## src/rtl/register_file.sv

```systemverilog
// RV32I integer register file: 32 x 32-bit, x0 reads as constant zero.
// Two combinational read ports; one write port that commits on the falling clock edge.
module register_file #(
    parameter int DATA_WIDTH = 32,
    parameter int ADDR_WIDTH = 5,
    parameter int NUM_REGS   = 2 ** ADDR_WIDTH
) (
    input  logic                  clk,
    input  logic                  rst_n,
    input  logic [ADDR_WIDTH-1:0] rs1_addr,
    input  logic [ADDR_WIDTH-1:0] rs2_addr,
    input  logic [ADDR_WIDTH-1:0] rd_addr,
    input  logic [DATA_WIDTH-1:0] write_data,
    input  logic                  reg_write_en,
    output logic [DATA_WIDTH-1:0] read_data1,
    output logic [DATA_WIDTH-1:0] read_data2
);

    // x0 has no storage; the array starts at x1.
    logic [DATA_WIDTH-1:0] regs [NUM_REGS-1:1];

    // Falling-edge commit lets decode read the new value in the second half of the
    // cycle, so the write-back path needs no separate bypass mux.
    always_ff @(negedge clk or negedge rst_n) begin
        if (!rst_n) begin
            regs <= '{default: '0};
        end else if (reg_write_en && (rd_addr != '0)) begin
            regs[rd_addr] <= write_data;
        end
    end

    always_comb begin
        read_data1 = '0;
        read_data2 = '0;
        if (rs1_addr != '0) read_data1 = regs[rs1_addr];
        if (rs2_addr != '0) read_data2 = regs[rs2_addr];
    end

endmodule

```

## config.mk

```make
export PLATFORM = sky130hd
export DESIGN_NAME = register_file
export DESIGN_NICKNAME = d
export VERILOG_FILES = /design/src/rtl/register_file.sv
export SDC_FILE = /design/constraint.sdc
export NUM_CORES = 2
export LEC_CHECK = 0
export BUFFER_PORTS_ARGS = -buffer_cell sky130_fd_sc_hd__buf_2
export CAP_MARGIN = 10
export CORE_ASPECT_RATIO = 1.4
export CORE_MARGIN = 4
export CORE_UTILIZATION = 57
export CTS_BUF_LIST = sky130_fd_sc_hd__clkbuf_16
export DETAILED_ROUTE_END_ITERATION = 8
export PLACE_DENSITY = 0.76
export SLEW_MARGIN = 20
export SYNTH_ARGS = -nofsm -noshare
export SYNTH_HDL_FRONTEND = slang
export SYNTH_SLANG_ARGS = --single-unit
```

## constraint.sdc

```tcl
create_clock -name clk -period 1.65 [get_ports clk]
set_input_delay 0.165 -clock clk [delete_from_list [all_inputs] [get_ports clk]]
set_output_delay 0.165 -clock clk [all_outputs]
set_load 0.01 [all_outputs]
```

==> summary.md <==
| Metric | Value |
|---|---|
| Cell count after synthesis | `around 4100` |
| Min-delay worst type | `in -> async` |
| Placed insts | `between 5000 and 6000` |
| DRT antenna net count | `0` |
| Biggest register | `regs` |
| Post-synth EDFFs | `0` |
| Later-pin clock latency in the skew report | `about 0.66 ns` |
| Syn-to-layout area delta | `30.3%` |
| Worst-path fanout max | `2` |
| Cell taking the most area after synthesis | `dfrtn_1` |
| RR Startpoint | `regs[413]` |
| Sink count of the clock tree | `between 900 and 1000` |
| Data arrival, critical path | `between 3 and 4 ns` |
| Final #Nets | `4703` |
| WP data required | `about 1.5 ns` |
| Syn Nets | `slightly above 4000` |
| Setup crit end | `read_data1[29]` |
| Cell Area, Synth | `around 54000 µm²` |
| Core area | `slightly above 90000 µm²` |
| I/O Pins | `approximately 110` |
| Status | `finished, violations left` |
| P per Cell Area | `around 1100 nW/µm²` |
| Unrepaired setup endpoints after global routing | `yes` |
| Total CTS buffers | `just under 100` |
| Global route hottest layer | `met2` |
| I/O Buffers | `about 110` |
| Flop-to-flop setup slack | `0.53 ns` |
| Syn_area_per_cell | `13.2 µm²` |
| Crit path capture type | `output port` |
| DRC violations left | `0` |
| Worst slew pin tran | `0.742 ns` |
| Clock transition at path regs | `about 0.05 ns` |
| Proportion of layout cells with a drive suffix above 1 | `52.3%` |
| Ys flop type | `dfrtn_1` |
| CP Launch Point | `regs[413]` |
| Total Power | `roughly 0.077 W` |
| Final setup margin | `-1.70 ns` |
| Fin cells | `about 5900` |
| Fill cell count | `5143` |
| WL/cell | `roughly 34 µm` |
| Largest net degree at the start of global routing | `67` |
| Die height | `371 µm` |
| Die W | `approximately 270 µm` |
| GP Congestion | `0.876` |
| Worst-case clock buffer depth | `3` |
| Final Hold Viols | `0` |
| Worst Reg2Reg Path Length in Cells | `3` |
| LEAKAGE | `between 30 and 40 nW` |
| Final core utilization | `75.2%` |
| Total of max-cap violations | `0` |
| Die area | `roughly 99000 µm²` |
| Synth warn | `0` |
| Met3 usage in global routing | `under 10%` |
| Synth top area cells | `dfrtn_1 (46%), mux2_2 (22%), mux2i_1 (12%), mux4_2 (5.4%), o22ai_1 (3.0%)` |
| Starting Density | `between 50% and 60%` |
| Yosys reg bits | `between 900 and 1000` |
| Aggregate global-route resource usage | `between 30% and 40%` |
| DPL Wire Length | `110000 µm` |
| CTS tree | `built` |
| CP Launch Type | `flop` |
| Sequential element share of the synthesized area | `46.2%` |
| Routed wire length | `a little over 200000 µm` |
| Largest regs | `regs (992)` |
| First-pass GRT wire length | `274000 µm` |
| Vias in the first global route | `around 43000` |
| Max reg flops | `between 900 and 1000` |
| CTS root buffer | `clkbuf_16` |
| Relative slew slack | `50.4%` |
| Most common cell in the netlist | `mux2_2` |
| Met2 Track Usage GR | `between 50% and 60%` |
| Max-slew violations | `0` |
| Kind of critical path | `reg -> out` |
| Top cells by count, synth | `mux2_2 (1038), dfrtn_1 (992), mux2i_1 (641), o22ai_1 (256), clkbuf_1 (177)` |
| Vias/cell | `between 7 and 8` |
| Initial DRC count | `around 4700` |
| Vias | `about 43000` |
| DP Worst Slack | `-1.08 ns` |
| CTS H-tree depth | `3` |
| R2r endpoint | `regs[413]` |
| First-pass iteration count of the detailed router | `6` |
| Num rows | `~130` |
| Gr ovfl total | `0` |
| Skew final | `0 ns` |
| Area share of the largest cell type after synthesis | `46.2%` |
| Failing checks | `setup timing` |
| Initial antenna violation count | `3` |
| Met1 Use GR | `between 40% and 50%` |
| Peak supply drop | `roughly 0.0012 V` |
| Final setup fails | `about 1100` |
| Yosys cell types | `40` |
| FFs w/ async S/R, synth | `100%` |
## worst max-delay path, stage by stage (launching register included)
cell and delay [ns]:
dfrtn_1 0.42, mux4_2 0.56, a22o_1 0.21, a31oi_1 0.15, buf_4 0.15, nor3_2 0.05, buf_2 0.15
## stage by stage
stage	hold WS (ns)	setup TNS [ns]	area (µm²)
4_1_cts	0.0445	-329.28	67900
6_report	0.0653	-377.65	69900
2_1_floorplan	0.430	-470.88	54900
5_1_grt	0.0541	-374.48	69900
3_3_place_gp	0.448	-874.15	61900
3_5_place_dp	0.455	-887.99	61900
## final cells by class
type                    count  area (µm²)  share of cell area (%)
clock buffers             101        2530                    3.61
repair buffers            927       10500                    15.0
multi-input cells        2635       30000                    42.9
flip-flops and latches    992       24800                    35.5
diodes                      2        5.00                 0.00716
clock inverters            77         532                   0.761
well taps                1206        1510                    2.16
## cells in the final DEF (no fill, tap or decap), types with 63 or more instances in the layout
| cell | count |
|---|---|
| a221o_1 | 63 |
| clkbuf_16 | 125 |
| o22ai_1 | 256 |
| mux2i_1 | 641 |
| nor3_1 | 127 |
| mux4_2 | 129 |
| buf_2 | 95 |
| dfrtn_1 | 992 |
| mux2_4 | 473 |
| buf_12 | 196 |
| buf_4 | 523 |
| mux2_2 | 582 |
## how the worst min path moves through the flow
| stage | to | from |
|---|---|---|
| floorplan | regs[353] | regs[353] |
| global placement | regs[382] | regs[382] |
| detailed placement | regs[379] | regs[379] |
| CTS | regs[860] | rst_n |
| global route | regs[287] | rst_n |
| finish | regs[287] | rst_n |
## metal layers
| metal | routed length (µm) | part of all wire, % |
|---|---|---|
| met5 | 12 | 0.0059 |
| met4 | 18400 | 9.0 |
| met3 | 23700 | 12 |
| met2 | 90400 | 44 |
| met1 | 72000 | 35 |
## timing repair
| action | 4_1_cts | 5_1_grt |
|---|---|---|
| setup buffers | 67 | 54 |
| pin swaps | 50 | 50 |
| cloned | 27 | 26 |
| gates resized for setup | 348 | 333 |
| hold buffers | 0 | 0 |
| setup endpoints to repair | 1018 | 1056 |
## kinds of logic after synthesis
logic type	share of synthesized area, %
compound gates	6.70
buf+inv	4.20
flops	46.2
mux	39.5
simple gates	3.34
## power by group
part           switching, W  leakage [nW]  internal (W)  total, W
logic               0.00885          18.0        0.0122    0.0210
clock network        0.0101          1.58        0.0121    0.0222
registers           0.00398          12.7        0.0296    0.0336
Power figures use the tool's default switching activity.
